`src/rtl/syn_fifo_pkg.sv`:
```
// Shared types and the round-robin pick helper for the syn_fifo write arbiter.
// rr_pick works on an 8-wide request vector; callers zero-extend narrower ones.
package syn_fifo_pkg;

    typedef enum logic {
        IDLE  = 1'b0,
        BURST = 1'b1
    } warb_state_e;

    localparam int WARB_STAT_W = 16;
    localparam int RR_MAX_REQ  = 8;

    typedef struct packed {
        logic       vld;
        logic [2:0] idx;
    } rr_pick_t;

    // First set request at or after ptr, wrapping modulo n (n <= RR_MAX_REQ, ptr < n).
    function automatic rr_pick_t rr_pick(input logic [RR_MAX_REQ-1:0] req,
                                         input logic [2:0]            ptr,
                                         input int                    n);
        rr_pick_t res;
        int       cand;
        res = '0;
        for (int i = 0; i < RR_MAX_REQ; i++) begin
            cand = int'(ptr) + i;
            if (cand >= n) cand = cand - n;
            if ((i < n) && !res.vld && req[cand[2:0]]) begin
                res.vld = 1'b1;
                res.idx = cand[2:0];
            end
        end
        return res;
    endfunction

endpackage

```
`src/rtl/syn_fifo_rr_picker.sv`:
```
// Round-robin picker: rotate by ptr, priority-encode, unrotate back to a producer index.
// Latency: purely combinational.
// Backpressure: none; the caller decides whether the pick is granted.
module syn_fifo_rr_picker
    import syn_fifo_pkg::*;
#(
    parameter int NUM_REQ = 4,
    parameter int IDX_W   = $clog2(NUM_REQ)
) (
    input  logic [NUM_REQ-1:0] req,
    input  logic [IDX_W-1:0]   ptr,
    output logic               vld,
    output logic [IDX_W-1:0]   idx
);

    logic [RR_MAX_REQ-1:0] req_ext;
    rr_pick_t              pick;

    always_comb begin
        req_ext                = '0;
        req_ext[NUM_REQ-1:0]   = req;
        pick                   = rr_pick(req_ext, 3'(ptr), NUM_REQ);
    end

    assign vld = pick.vld;
    assign idx = IDX_W'(pick.idx);

endmodule

```
`src/rtl/syn_fifo_wr_arbiter.sv`:
```
// Round-robin, burst-locked arbiter sharing syn_fifo's write port; SYN_FIFO_WARB_STATS_EN adds beat counters.
// Latency: grant/write enable/data are combinational from registered state (zero cycles).
// Backpressure: fifo_full_i blocks every grant; fifo_half_full_i limits bursts to one beat.
module syn_fifo_wr_arbiter
    import syn_fifo_pkg::*;
#(
    parameter int NUM_REQ    = 4,
    parameter int DATA_WIDTH = 8,
    parameter int MAX_BURST  = 4
) (
    input  logic                                     clk_i,
    input  logic                                     rstn_i,
    input  logic [NUM_REQ-1:0]                       req_i,
    input  logic [NUM_REQ-1:0]                       last_i,
    input  logic [NUM_REQ-1:0][DATA_WIDTH-1:0]       data_i,
    output logic [NUM_REQ-1:0]                       gnt_o,
    input  logic                                     fifo_full_i,
    input  logic                                     fifo_half_full_i,
    output logic                                     fifo_we_o,
    output logic [DATA_WIDTH-1:0]                    fifo_wdata_o,
    output logic [$clog2(NUM_REQ)-1:0]               owner_o,
    output logic                                     busy_o,
    output logic [NUM_REQ-1:0][WARB_STAT_W-1:0]      stat_cnt_o
);

    localparam int IDX_W = $clog2(NUM_REQ);
    localparam int CNT_W = $clog2(MAX_BURST + 1);

    warb_state_e        state, state_d;
    logic [IDX_W-1:0]   rr_ptr, rr_ptr_d;
    logic [IDX_W-1:0]   owner, owner_d;
    logic [CNT_W-1:0]   beat_cnt, beat_d, beat_inc, lim;
    logic [NUM_REQ-1:0] gnt;
    logic               pick_vld;
    logic [IDX_W-1:0]   pick_idx;

    function automatic logic [IDX_W-1:0] next_idx(input logic [IDX_W-1:0] i);
        return (i == IDX_W'(NUM_REQ - 1)) ? '0 : i + IDX_W'(1);
    endfunction

    syn_fifo_rr_picker #(.NUM_REQ(NUM_REQ), .IDX_W(IDX_W)) u_picker (
        .req (req_i),
        .ptr (rr_ptr),
        .vld (pick_vld),
        .idx (pick_idx)
    );

    assign lim      = fifo_half_full_i ? CNT_W'(1) : CNT_W'(MAX_BURST);
    assign beat_inc = beat_cnt + CNT_W'(1);

    always_comb begin
        gnt      = '0;
        state_d  = state;
        rr_ptr_d = rr_ptr;
        owner_d  = owner;
        beat_d   = beat_cnt;
        case (state)
            IDLE: begin
                if (pick_vld && !fifo_full_i) begin
                    gnt[pick_idx] = 1'b1;
                    owner_d       = pick_idx;
                    beat_d        = CNT_W'(1);
                    if (last_i[pick_idx] || (lim == CNT_W'(1))) begin
                        rr_ptr_d = next_idx(pick_idx);
                    end else begin
                        state_d = BURST;
                    end
                end
            end
            BURST: begin
                // A dropped request ends the burst even while the FIFO is full.
                if (!req_i[owner]) begin
                    state_d  = IDLE;
                    rr_ptr_d = next_idx(owner);
                end else if (!fifo_full_i) begin
                    gnt[owner] = 1'b1;
                    beat_d     = beat_inc;
                    if (last_i[owner] || (beat_inc >= lim)) begin
                        state_d  = IDLE;
                        rr_ptr_d = next_idx(owner);
                    end
                end
            end
            default: state_d = IDLE;
        endcase
    end

    always_ff @(posedge clk_i or negedge rstn_i) begin
        if (!rstn_i) begin
            state    <= IDLE;
            rr_ptr   <= '0;
            owner    <= '0;
            beat_cnt <= '0;
        end else begin
            state    <= state_d;
            rr_ptr   <= rr_ptr_d;
            owner    <= owner_d;
            beat_cnt <= beat_d;
        end
    end

    // Grants are masked while reset is held so nothing is written during reset.
    assign gnt_o     = gnt & {NUM_REQ{rstn_i}};
    assign fifo_we_o = |gnt_o;
    assign owner_o   = owner;
    assign busy_o    = (state == BURST);

    always_comb begin
        fifo_wdata_o = '0;
        for (int k = 0; k < NUM_REQ; k++) begin
            if (gnt_o[k]) fifo_wdata_o = fifo_wdata_o | data_i[k];
        end
    end

`ifdef SYN_FIFO_WARB_STATS_EN
    logic [NUM_REQ-1:0][WARB_STAT_W-1:0] stat_cnt;

    always_ff @(posedge clk_i or negedge rstn_i) begin
        if (!rstn_i) begin
            stat_cnt <= '0;
        end else begin
            for (int k = 0; k < NUM_REQ; k++) begin
                if (gnt_o[k] && req_i[k] && (stat_cnt[k] != '1)) begin
                    stat_cnt[k] <= stat_cnt[k] + WARB_STAT_W'(1);
                end
            end
        end
    end

    assign stat_cnt_o = stat_cnt;
`else
    assign stat_cnt_o = '0;
`endif

endmodule

```
`config.mk`:
```
export PLATFORM = sky130hd
export DESIGN_NAME = syn_fifo_wr_arbiter
export DESIGN_NICKNAME = d
export VERILOG_FILES = /design/src/rtl/syn_fifo_pkg.sv /design/src/rtl/syn_fifo_rr_picker.sv /design/src/rtl/syn_fifo_wr_arbiter.sv
export SDC_FILE = /design/constraint.sdc
export NUM_CORES = 1
export LEC_CHECK = 0
export ABC_AREA = 1
export BUFFER_PORTS_ARGS = -buffer_cell sky130_fd_sc_hd__buf_2
export CORE_AREA = 2 2 86 88
export CTS_CLUSTER_SIZE = 28
export DETAILED_ROUTE_END_ITERATION = 8
export DIE_AREA = 0 0 88 90
export PLACE_DENSITY_LB_ADDON = 0.15
export SLEW_MARGIN = 20
export SYNTH_ARGS = -nofsm -noshare
export SYNTH_HDL_FRONTEND = slang
export SYNTH_SLANG_ARGS = --single-unit
```
`constraint.sdc`:
```
create_clock -name clk_i -period 2.55 [get_ports clk_i]
set_input_delay 0.1275 -clock clk_i [delete_from_list [all_inputs] [get_ports clk_i]]
set_output_delay 0.1275 -clock clk_i [all_outputs]
set_load 0.03 [all_outputs]
```
==> summary.md, run 1 <==
The run gives 85.9% as the part of the total power dissipated in combinational logic. Ranked by instance count, the synthesized netlist is headed by 91 x sky130_fd_sc_hd__nand2_1, 64 x sky130_fd_sc_hd__buf_4, 15 x sky130_fd_sc_hd__inv_1, 15 x sky130_fd_sc_hd__nand3_1, 12 x sky130_fd_sc_hd__nand4_1. The path class of the tightest hold or removal check is in -> reg. The family of cells with the greatest summed delay on the critical path is simple AND/OR/NAND/NOR gates. The tools report the maximum operating frequency as 400 MHz. In this run switching power makes up 56.8% of total power. The final layout contains routed wiring with a total length of 4620 um. The number of warnings reported in the yosys synthesis log was 0. For the number of pins with negative max-slew slack in the final report, the log shows 0. The number of max-cap violations is 0, and the post-layout instance area is 0.00229 sq mm. 0 antenna diodes ended up in the layout.

The met1 global-route usage was 12.3%. The number of buffers added on ports works out to 59. TritonCTS built the clock tree.

The area added between synthesis and finish is 33.2%, and the final antenna-violating net count is 0. The number of antenna violations at the first check in global routing was 0. The tools report the internal portion of total power as 1.23 mW. The tools report the area after detailed placement as 0.00191 sq mm.

In this run the worst path has a maximum fanout of 8. Top flip-flop cell by instance count after synthesis: sky130_fd_sc_hd__dfrtp_1. In the finished design, the share of the clock period the worst path needs comes to 98.0%. The worst setup path is captured at a primary output.

The die is 88 um wide. The source of the worst hold timing path was fifo_half_full_i. The run gives 1520 as the via count of the first global-routing pass.

The final weighted congestion in routability-driven placement is 0.732, and the total net switching power is 1.62 mW. The clock passes through at most 2 buffers. The final setup violation count is 0, and the synthesized area per cell is 6.36 sq um. The run finished with clean final reports. In this run the critical register-to-register path is launched from rr_ptr[0]. The most critical setup path has its startpoint at rr_ptr[0]. The logs give 2.37 ns for the endpoint arrival time on the critical path and 13 for the largest net degree at the start of global routing. The remaining global-route overflow came out at 0.

Power density over the cells: 1240 mW/mm^2. The floorplan has 31 rows. For the number of H-tree branching levels, the log shows 1. The die boundary height is 90 um, and the area occupied by multi-input gates is 0.00131 sq mm. Counting flops with a built-in enable in the synthesized netlist gives 0. Across the routed clock network, the largest skew measured is 0.00466 ns.

The area of the core region was 0.00702 sq mm. Peak ir drop on the vdd network: 0.561 mV. The floorplan step defined a die boundary enclosing 0.00792 sq mm. The number of distinct library cells after synthesis was 25; the number of top-level design ports was 124. The combined buffer and inverter count along the critical path is 5, and the final-layout fill cell count is 783.

For the post-layout net count, the log shows 406. The clock net in this run drives a total of 8 sinks. After the first detailed-routing iteration, the DRC count stood at 38. In the final routed layout, each cell accounts on average for 10.3 um. Counting I/O delays and the setup requirement, the final critical path takes 2.50 ns.

Of the cells placed in the final design, the portion with a size suffix greater than 1 is 41.8%. For the global router's overall resource usage, the log shows 10.4%. Before antenna repair, the detailed router went through 4 iterations.

Synthesis handed over a netlist of 270 instances. The number of failing hold endpoints at the final stage was 0. After legalization and detailed placement, the total HPWL measured 3630 um. The root buffer selected by CTS was sky130_fd_sc_hd__clkbuf_8.

The run gives 201 sq um as the register area. Setup repair after global routing could not meet its margin everywhere. Biggest area consumer among synthesized cells: sky130_fd_sc_hd__buf_4. The routed layout has 1734 vias. After detailed routing, the number of remaining DRC violations is 0. The clock latency on the worst-skew pair is 0.23 ns. The standby leakage power was 1.30 nW; the initial core utilization was 24.5%.

The share of total power dissipated in sequential elements is 8.8%. The share of total power dissipated in the clock network is 5.4%. The first-pass GRT wire length was 6680 um.

In the global route stage, met3 resource usage came out at 1.38%. The critical path is of the reg -> out type. The slowest stage of the critical path belongs to the cell sky130_fd_sc_hd__dfrtp_1.

After global routing, the most crowded layer is met2. The tools report the area of the mapped netlist as 0.00172 sq mm. In this run, synthesis produced a sequential element count of 8. The signal on the critical path passes through inv_4 -> nand2_1 -> nand2_4 -> nand2_1 -> nand2_2 -> nor2_1 -> nor2_1 -> nand2_2 -> nand2_4 -> inv_2 -> ha_4 -> inv_2 -> o21ai_2 -> nand2_2 -> clkinvlp_4 -> nand2_1 -> nand4_1 -> buf_6. In this design, the stage delay of the slowest critical-path cell is 0.43 ns. The top-area cell type share of the netlist area was 28.0%. The number of cells after detailed placement is 430.

The dominant cell by count in the synthesized netlist is sky130_fd_sc_hd__nand2_1. Cells fill 32.6% of the core in the end. TritonCTS created 3 clock buffers.

Launching element type of the critical path: a flip-flop. The share of synthesized flip-flops with an asynchronous set or reset was 100%. Dividing the detail-routed via count by the number of cells gives 3.87. Clock-pin slew was measured on the worst setup and hold paths at 0.04 ns. In the global route stage, met2 resource usage came out at 19.3%. After the flow finishes, the layout carries non-filler instances totaling 448. At the worst endpoint, the required time is 2.42 ns. Ranked by total cell area, the synthesized netlist is headed by sky130_fd_sc_hd__buf_4 28%, sky130_fd_sc_hd__nand2_1 20%, sky130_fd_sc_hd__dfrtp_1 12%, sky130_fd_sc_hd__ha_1 8.0%, sky130_fd_sc_hd__nand3_1 4.4%. The register area share after synthesis was 11.7%.
## cell usage in the layout (no fill, tap or decap), drive strengths merged, types with 2 or more instances in the layout
cell type  instances
nand2            102
buf               74
conb              64
inv               24
nand3             20
nand4             12
o21ai             12
ha                11
dfrtp              8
nor2               8
clkbuf             3
a21oi              3
o31ai              2
## registers in the layout, indices dropped and copies added (netlist names)
signal and flops:
rr_ptr 2, owner_o 2, beat_cnt 3, busy_o 1
## cell type report
type / instances / share of cell area (%)
Tap cell: 99 / 5.42
Multi-Input combinational cell: 237 / 57.1
Inverter: 23 / 4.76
Timing Repair inverter: 3 / 0.876
Sequential cell: 8 / 8.81
Timing Repair Buffer: 75 / 21.2
Clock buffer: 3 / 1.81
## through the flow
stage	power, mW	TNS [ns]	hold WS (ns)	setup slack [ns]
3_5_place_dp	2.11	0	0.0319	0.157
5_1_grt	3.11	-0.859	0.300	-0.123
2_1_floorplan	1.74	0	-0.168	0.332
4_1_cts	2.48	-0.00172	0.268	-0.00172
3_3_place_gp	2.12	0	0.0315	0.187
6_report	2.85	0	0.266	0.0522
## what timing repair did
action,in CTS,in global routing
endpoints found under the hold margin,8,0
hold buffers,1,0
setup buffers,3,8
pin swaps,7,32
cloned,1,2
setup endpoints to repair,8,13
gates resized for setup,26,50
## worst register-to-register path: cells and delay by family (launching register included)
family / cells / cell delay, ns
flops: 1 / 0.43
simple gates: 14 / 1.07
buf+inv: 3 / 0.41
## power groups by stage
stage	clock, mW	sequential (mW)	combinational [mW]
floorplan	0	0.273	1.47
global placement	0	0.238	1.89
detailed placement	0	0.241	1.87
CTS	0.160	0.245	2.07
global route	0.165	0.256	2.69
finish	0.153	0.249	2.44
## routing by layer
metal / vias up / part of all wire (%)
met5: - / 0
met4: 0 / 0.74
met3: 4 / 4.7
met2: 60 / 52
met1: 775 / 42
li1: 895 / -
## worst paths after layout
path	end	slack [ns]	depth (start not counted)
max	fifo_wdata_o[4]	0.05	18
min reg2reg	beat_cnt[1]	0.53	2
max in group asynchronous	rr_ptr[1]	1.94	2
min in group asynchronous	beat_cnt[0]	0.33	2
max reg2reg	rr_ptr[0]	0.52	17
min	busy_o	0.27	4
## cell families (layout without fill, tap and decap cells)
| kind of cell | count (synthesis) | count (layout) | synth area share, % |
|---|---|---|---|
| other | 1 | 64 | 0.218 |
| xor gates and xnor gates | 1 | 1 | 0.510 |
| DFF | 8 | 8 | 11.7 |
| and+or+nand+nor | 143 | 143 | 39.6 |
| AOI/OAI and AO/OA | 18 | 18 | 5.90 |
| buffers and inverters | 88 | 104 | 34.1 |
| adders and majority gates | 11 | 11 | 8.02 |
No activity file was read; power rests on OpenSTA's default activity.
==> inputs of run 2 (changes only) <==
--- a/config.mk
+++ b/config.mk
@@ -7,11 +7,11 @@
 export LEC_CHECK = 0
 export ABC_AREA = 1
 export BUFFER_PORTS_ARGS = -buffer_cell sky130_fd_sc_hd__buf_2
-export CORE_AREA = 2 2 86 88
+export CORE_AREA = 2 2 67 69
 export CTS_CLUSTER_SIZE = 28
 export DETAILED_ROUTE_END_ITERATION = 8
-export DIE_AREA = 0 0 88 90
-export PLACE_DENSITY_LB_ADDON = 0.15
+export DIE_AREA = 0 0 69 71
+export PLACE_DENSITY = 0.81
 export SLEW_MARGIN = 20
 export SYNTH_ARGS = -nofsm -noshare
 export SYNTH_HDL_FRONTEND = slang
==> run 2 against run 1 <==
Compared with the run above:
- sequential share of layout area is 0.069 points higher
- flip-flop and latch count stayed put
- hold slack worse by 0.029 ns
- global-route usage is 6.2 points higher
- the run now ends with negative setup slack left
- highest routed layer unchanged
==> summary.md, run 2 (same netlist as run 1, synthesis figures left out) <==
The first TritonRoute pass finished after 4 iterations. 124 I/O pins were placed. Root buffer selected by CTS: sky130_fd_sc_hd__clkbuf_8. Summed over all nets, the half-perimeter wirelength after detailed placement is 3330 um. After layout, the worst path uses 103% of the clock period. STA classifies the critical path startpoint as a flip-flop.

STA classifies the critical path endpoint as a primary output. For this design the static power due to leakage is 1.33 nW. The worst hold path belongs to the class in -> reg. In the layout the commonest cells are 70 x sky130_fd_sc_hd__nand2_1, 64 x sky130_fd_sc_hd__conb_1, 49 x sky130_fd_sc_hd__buf_2.

The total detailed-routing wirelength came out at 4930 um. Setup repair after global routing could not meet its margin everywhere. The tools report the startpoint of the worst setup timing path as rr_ptr[1]. The tools report the data required time at the worst endpoint as 2.42 ns. The number of flip-flops in the largest register works out to 3. The via count of the first global-routing pass was 1601; the proportion of total power due to net switching was 57.2%. The sequential cells in the finished layout cover a total of 203 sq um.

The number of pins with negative max-slew slack in the final report came out at 0. The critical-path maximum fanout was 6; the number of buffers added on ports was 59. Counting cells, the worst reg-to-reg path comes to 17. The run gives 0 as the number of failing hold endpoints at the final stage. Entering global routing, the biggest net connects 13 pins. At the later pin of the worst-skew pair, clock insertion delay measures 0.23 ns.

The core region is 0.00420 sq mm. The number of max-cap violations is 0, and the clock slew seen by the registers of the worst setup and hold paths is 0.05 ns. The count of inserted antenna diode cells came out at 0.

The number of H-tree branching levels is 1, and the ratio of cells with drive above 1 in the final layout is 41.5%. Number of rows in the core area: 24. Leading cell type in the layout, fill and taps excluded: sky130_fd_sc_hd__nand2_1. The run finished, with violations left. For the met1 wire length, the log shows 1840 um.

The start of the worst register-to-register path is rr_ptr[1]. On the final layout, the worst clock skew is 0.00544 ns. The worst path needs 2.63 ns of the cycle, external delays included. The peak ir drop on the vdd network came out at 0.609 mV. Across every metal layer, demand over resource in global routing totals 16.6%. The x dimension of the die works out to 69 um. The congestion estimate from routability-driven global placement came to 0.967. For this configuration, the core starts out at a cell density of 40.8%.

Setup violations remaining at the end of the flow were counted as 4. For this run, the share of the core covered by cells in the final layout is 54.3%. In this run the critical register-to-register path is captured at rr_ptr[1]. The setup slack of the critical path after layout was -0.0751 ns; the area added between synthesis and finish was 32.9%.

After detailed routing, the met3 layer carries 282 um of wire. TritonCTS built the clock tree. Signal routing reaches up to met4. For the number of antenna violations at the first check in global routing, the log shows 0. The tools report the part of the total power dissipated in combinational logic as 85.9%.

Summed over all nets, wire length on met2 after detailed routing comes to 2570 um. Register-to-register setup slack: 0.38 ns. At the worst endpoint, the arrival time is 2.50 ns. For this block, the initial DRC count from the detailed router was 55.

The register with the most flip-flops was beat_cnt. At the end of the flow, the number of nets in the layout was 409. The multi-input combinational cells in the finished layout cover a total of 0.00133 sq mm. Dividing the detail-routed wire length by the instance count gives 12.2 um.

In this run, flip-flops and latches consume 8.9% of the power. The maximum clock path buffer count was 2. Based on the critical path, the design can be clocked at up to 381 MHz.

In this run the worst setup path terminates at fifo_wdata_o[2]. Power density over the cells: 1360 mW/mm^2. The final routed DRC violation total came out at 0.

TritonCTS created 3 clock buffers. From bottom edge to top edge, the die measures 71 um. The completed layout was analyzed and its total power is 3.10 mW.

Summed over all nets, the switching power comes to 1.77 mW. In the routed layout, each cell is associated on average with a via count of 4.66. The remaining global-route overflow came out at 0. The startpoint-to-endpoint class of the critical path was reg -> out. The final-layout fill cell count came out at 411.

In this run the remaining antenna-violating nets after routing total 0. Of the total power, the clock network draws 5.1%. The first global-routing pass estimated 6780 um of wire. For this design, the sink count on the clock tree is 8. The internal portion of total power came out at 1.32 mW. The tightest hold path in the finished design has a slack of 0.236 ns. At the placement stage, the worst setup path has a slack of 0.0416 ns.

The final reports fail on negative setup slack. The logs give 0.00490 sq mm for the die outline area and 1881 for the count of vias placed by the detailed router.
run 2: cell type report:
type	count	area share [%]
clock buffers	3	1.81
inverters	23	4.66
multi-input cells	237	58.4
flip-flops and latches	8	8.88
well taps	52	2.85
repair buffers	79	22.9
repair inverters	2	0.548
run 2: power groups by stage:
stage	Clock [mW]	Sequential (mW)	Combinational (mW)
6_report	0.159	0.277	2.66
5_1_grt	0.170	0.283	2.86
4_1_cts	0.164	0.259	2.09
3_5_place_dp	0	0.268	1.79
3_3_place_gp	0	0.264	1.75
2_1_floorplan	0	0.273	1.47
run 2: stage by stage:
stage	cells	area (sq um)	TNS, ns
final	404	2280	-0.150
after global routing	404	2280	-1.52
after CTS	393	2010	0
after global placement	380	1830	0
after floorplan	333	1950	0
after detailed placement	380	1830	0
run 2: worst min-delay path by stage:
stage,startpoint,to,cells after the start
after global routing,fifo_half_full_i,busy_o,4
after global placement,rstn_i,beat_cnt[2],1
after CTS,fifo_half_full_i,busy_o,4
final,fifo_half_full_i,busy_o,4
after floorplan,rstn_i,beat_cnt[0],0
after detailed placement,rstn_i,beat_cnt[1],1
run 2: critical path: stages, from the launching register on:
cell and delay (ns):
sky130_fd_sc_hd__dfrtp_2 0.47, sky130_fd_sc_hd__clkinv_4 0.13, sky130_fd_sc_hd__buf_4 0.15, sky130_fd_sc_hd__nand3_2 0.06
sky130_fd_sc_hd__nand2_2 0.09, sky130_fd_sc_hd__a21oi_2 0.18, sky130_fd_sc_hd__nand2_2 0.12, sky130_fd_sc_hd__nand2_4 0.10
sky130_fd_sc_hd__inv_2 0.05, sky130_fd_sc_hd__ha_4 0.15, sky130_fd_sc_hd__inv_2 0.06, sky130_fd_sc_hd__o21ai_2 0.06
sky130_fd_sc_hd__nand2_2 0.11, sky130_fd_sc_hd__clkinvlp_4 0.15, sky130_fd_sc_hd__nand2_1 0.09, sky130_fd_sc_hd__nand4_1 0.12
sky130_fd_sc_hd__buf_6 0.17
run 2: repair_timing:
item,in CTS,in global routing
endpoints found under the setup margin,10,13
hold buffers,1,0
resized for setup,22,57
pin swaps,7,25
endpoints found under the hold margin,8,0
buffers inserted,8,10
gates cloned,1,1
run 2: metal layers:
| layer | vias up | GRT usage (%) |
|---|---|---|
| met1 | 861 | 18.2 |
| met3 | 28 | 1.57 |
| met5 | - | 0 |
| met2 | 92 | 31.5 |
| met4 | 0 | 8.93 |
| li1 | 900 | - |
==> inputs of run 3 (changes only) <==
--- a/config.mk
+++ b/config.mk
@@ -7,11 +7,13 @@
 export LEC_CHECK = 0
 export ABC_AREA = 1
 export BUFFER_PORTS_ARGS = -buffer_cell sky130_fd_sc_hd__buf_2
-export CORE_AREA = 2 2 67 69
+export CELL_PAD_IN_SITES_DETAIL_PLACEMENT = 1
+export CELL_PAD_IN_SITES_GLOBAL_PLACEMENT = 2
+export CORE_AREA = 2 2 99 101
 export CTS_CLUSTER_SIZE = 28
 export DETAILED_ROUTE_END_ITERATION = 8
-export DIE_AREA = 0 0 69 71
-export PLACE_DENSITY = 0.81
+export DIE_AREA = 0 0 101 103
+export PLACE_DENSITY_LB_ADDON = 0.1
 export SLEW_MARGIN = 20
 export SYNTH_ARGS = -nofsm -noshare
 export SYNTH_HDL_FRONTEND = slang
==> run 3 against run 2 <==
Compared with the run above:
- the flow now finishes without violations
- global-route usage down 6.5 points
- clock skew down 0.00078 ns
- final cell count up 15%
- critical path depth up 2
- sequential power down 7.2%
- largest power group unchanged
- routed wire length up 13%
- flip-flop and latch count unchanged
- via count down 5.6%
- non-clock buffer count down 1
- hold slack better by 0.0043 ns
- clock power about the same
- critical endpoint is now fifo_wdata_o[7]
- total power down 2.5%
==> summary.md, run 3 (same netlist as run 1, synthesis figures left out) <==
The flow ran to the end, and the final reports show no timing, DRC or antenna violations. The number of flip-flops in the largest register works out to 3. The via count of the first global-routing pass came out at 1636. The maximum clock path buffer count is 2, and the number of top-level design ports is 124. The tools report the final antenna-violating net count as 0. The area growth from synthesis to layout is 38.6%.

The final critical-path share of the clock period was 98.7%. The floorplan step set the die width to 101 um. On the worst path, the slowest cell contributes a delay of 0.44 ns.

The number of placed instances, taps included, is 445. More flip-flops sit in one register than any other, and that register is beat_cnt. The initial core utilization is 18.1%, and the DRC violation total after the first TritonRoute iteration is 27. After detailed routing, the number of vias per cell comes to 3.82. The root buffer selected by CTS was sky130_fd_sc_hd__clkbuf_8. The endpoint arrival time on the critical path came out at 2.39 ns. The detailed-routing iteration count for the pre-antenna-repair pass is 4, and the global router's overall resource usage is 10.1%. The number of rows in the core area was 36; the overall power consumption was 3.02 mW. The run gives 0.00466 ns as the final setup skew. STA classifies the critical path startpoint as a flip-flop.

Along the worst path, the maximum fanout reaches 6. The tools report the data required time at the worst endpoint as 2.42 ns. The tools report the type of destination of the critical path as a primary output.

The filler cells instantiated in the layout total 1221. The combined buffer and inverter count along the critical path came out at 4. In the layout the commonest cells are 64 x sky130_fd_sc_hd__conb_1, 58 x sky130_fd_sc_hd__nand2_1, 50 x sky130_fd_sc_hd__buf_2. Path class of the lowest-slack min-delay path: in -> reg.

At the end of the flow, the number of nets in the layout was 408. During placement, the flow inserted port buffers numbering 59. The worst path meets setup with 0.0333 ns of slack. The clock buffer count from CTS came out at 3. From bottom edge to top edge, the die measures 103 um. The number of cells in the finished layout apart from fillers came out at 465.

Critical path's slowest cell: sky130_fd_sc_hd__dfrtp_2. The worst-case IR drop observed on VDD is 0.250 mV. Grouping stages by cell kind, the critical path spends the most delay in simple AND/OR/NAND/NOR gates.

For the number of max-cap violations, the log shows 0. The tools report the number of pins with negative max-slew slack in the final report as 0. The startpoint-to-endpoint class of the critical path is reg -> out.

For met2 alone, demand over resource in global routing was 17.2%. The tools report the area of the core region as 0.00946 sq mm. The routed design could run at a clock period as short as 2.52 ns. After clock tree synthesis, the clock-pin slew on the worst setup and hold paths is 0.05 ns.

The first global-routing pass estimated 8340 um of wire. The detailed placer's ending HPWL came out at 4530 um. For the worst-skew pair, the clock arrives at the later sink with an insertion delay of 0.23 ns. Across all hold checks on the routed design, the worst slack comes to 0.241 ns.

For the die outline area, the log shows 0.0104 sq mm. The ratio of cells with drive above 1 in the final layout was 44.7%; the met1 global-route usage was 13.8%. The critical path goes through buf_6 -> nand2_2 -> nand2_2 -> nand2_2 -> nand2_2 -> nor2_4 -> nand3_2 -> nand2_4 -> nand2_4 -> buf_4 -> ha_2 -> nand2_1 -> nand2_2 -> nand2_4 -> inv_4 -> nand2_1 -> nand4_1 -> buf_6. Dividing the detail-routed wire length by the instance count gives 12.0 um.

Entering global routing, the biggest net connects 13 pins. The analysis attributes to cell leakage a power of 1.33 nW. The routed layout has 1776 vias. After detailed routing, the total wire length is 5570 um. The number of antenna violations at the first check in global routing is 0, and the power density over the cells is 1270 mW/mm^2. The number of H-tree branching levels was 1. The final routed DRC violation total came out at 0. Cell occurring most often along the worst timing path: sky130_fd_sc_hd__nand2_2.

Setup violations remaining at the end of the flow were counted as 0. 0 antenna diodes ended up in the layout. The final weighted congestion in routability-driven placement is 0.748. The run gives 1.49% as the met3 capacity usage during global routing. The run gives 0 as the number of failing hold endpoints at the final stage. The tools report the setup TNS as 0 ns.

Derived from the worst setup path, the maximum achievable clock frequency is 397 MHz. TritonCTS built the clock tree. The library cell used most frequently in the layout, excluding fill and tap cells, is sky130_fd_sc_hd__conb_1. For the post-place setup slack, the log shows 0.109 ns. Highest-utilization routing layer at the global route stage: met2.

Setup repair after global routing could not meet its margin everywhere. The clock drives 8 sinks. The total overflow left after global routing is 0.
[run 3: cell types whose count changed in the layout (fill, tap and decap cells not counted), moves of 2 or more]
cell | before | now
sky130_fd_sc_hd__buf_6 | 13 | 11
sky130_fd_sc_hd__inv_4 | 2 | 7
sky130_fd_sc_hd__nand2_2 | 22 | 34
sky130_fd_sc_hd__inv_2 | 7 | 2
sky130_fd_sc_hd__clkinv_4 | 3 | 1
sky130_fd_sc_hd__nand2_1 | 70 | 58
[run 3: where the power goes]
part / internal [mW] / switching [mW]
registers: 0.181 / 0.0764
logic: 0.995 / 1.60
clock network: 0.103 / 0.0590
[run 3: path summary, 6_finish.rpt]
path                       cells past startpoint  slack, ns         endpoint              from
setup / recovery                              18       0.03  fifo_wdata_o[7]         rr_ptr[0]
hold / removal                                 4       0.24           busy_o  fifo_half_full_i
setup reg to reg                              10       0.44        rr_ptr[1]       beat_cnt[0]
hold reg to reg                                2       0.53      beat_cnt[1]       beat_cnt[1]
max in group asynchronous                      2       1.95        rr_ptr[1]            rstn_i
min in group asynchronous                      2       0.33       owner_o[0]            rstn_i
[run 3: cell type report]
class | instances | area [sq um] | area share, %
Timing Repair inverter | 2 | 13.8 | 0.579
Timing Repair Buffer | 78 | 504 | 21.2
Tap cell | 114 | 143 | 6.00
Sequential cell | 8 | 203 | 8.52
Inverter | 23 | 119 | 5.00
Multi-Input combinational cell | 237 | 1360 | 57.0
Clock buffer | 3 | 41.3 | 1.74
[run 3: what timing repair did]
| action | 4_1_cts | 5_1_grt |
|---|---|---|
| setup endpoints to repair | 9 | 13 |
| gates cloned | 1 | 1 |
| hold buffers | 1 | 0 |
| hold endpoints to repair | 8 | 0 |
| pin swaps | 16 | 29 |
| gates resized for setup | 47 | 46 |
| setup buffers | 7 | 7 |
[run 3: worst min-delay path, stage by stage]
cell                      delay, ns
sky130_fd_sc_hd__buf_2         0.11
sky130_fd_sc_hd__inv_1         0.06
sky130_fd_sc_hd__nand3_1       0.08
sky130_fd_sc_hd__nand2_1       0.05
[run 3: routing by layer]
metal,share of wire [%],up-vias,wire length (um)
met3,5.1,2,286
met5,0,-,0
li1,-,899,-
met4,0.41,0,23
met2,50,65,2800
met1,44,810,2460
[run 3: metrics by stage]
| step | area, sq um | util, % |
|---|---|---|
| 6_report | 2380 | 25.1 |
| 3_5_place_dp | 1930 | 20.4 |
| 5_1_grt | 2380 | 25.1 |
| 2_1_floorplan | 1950 | - |
| 4_1_cts | 2170 | 23.0 |
| 3_3_place_gp | 1930 | 20.4 |
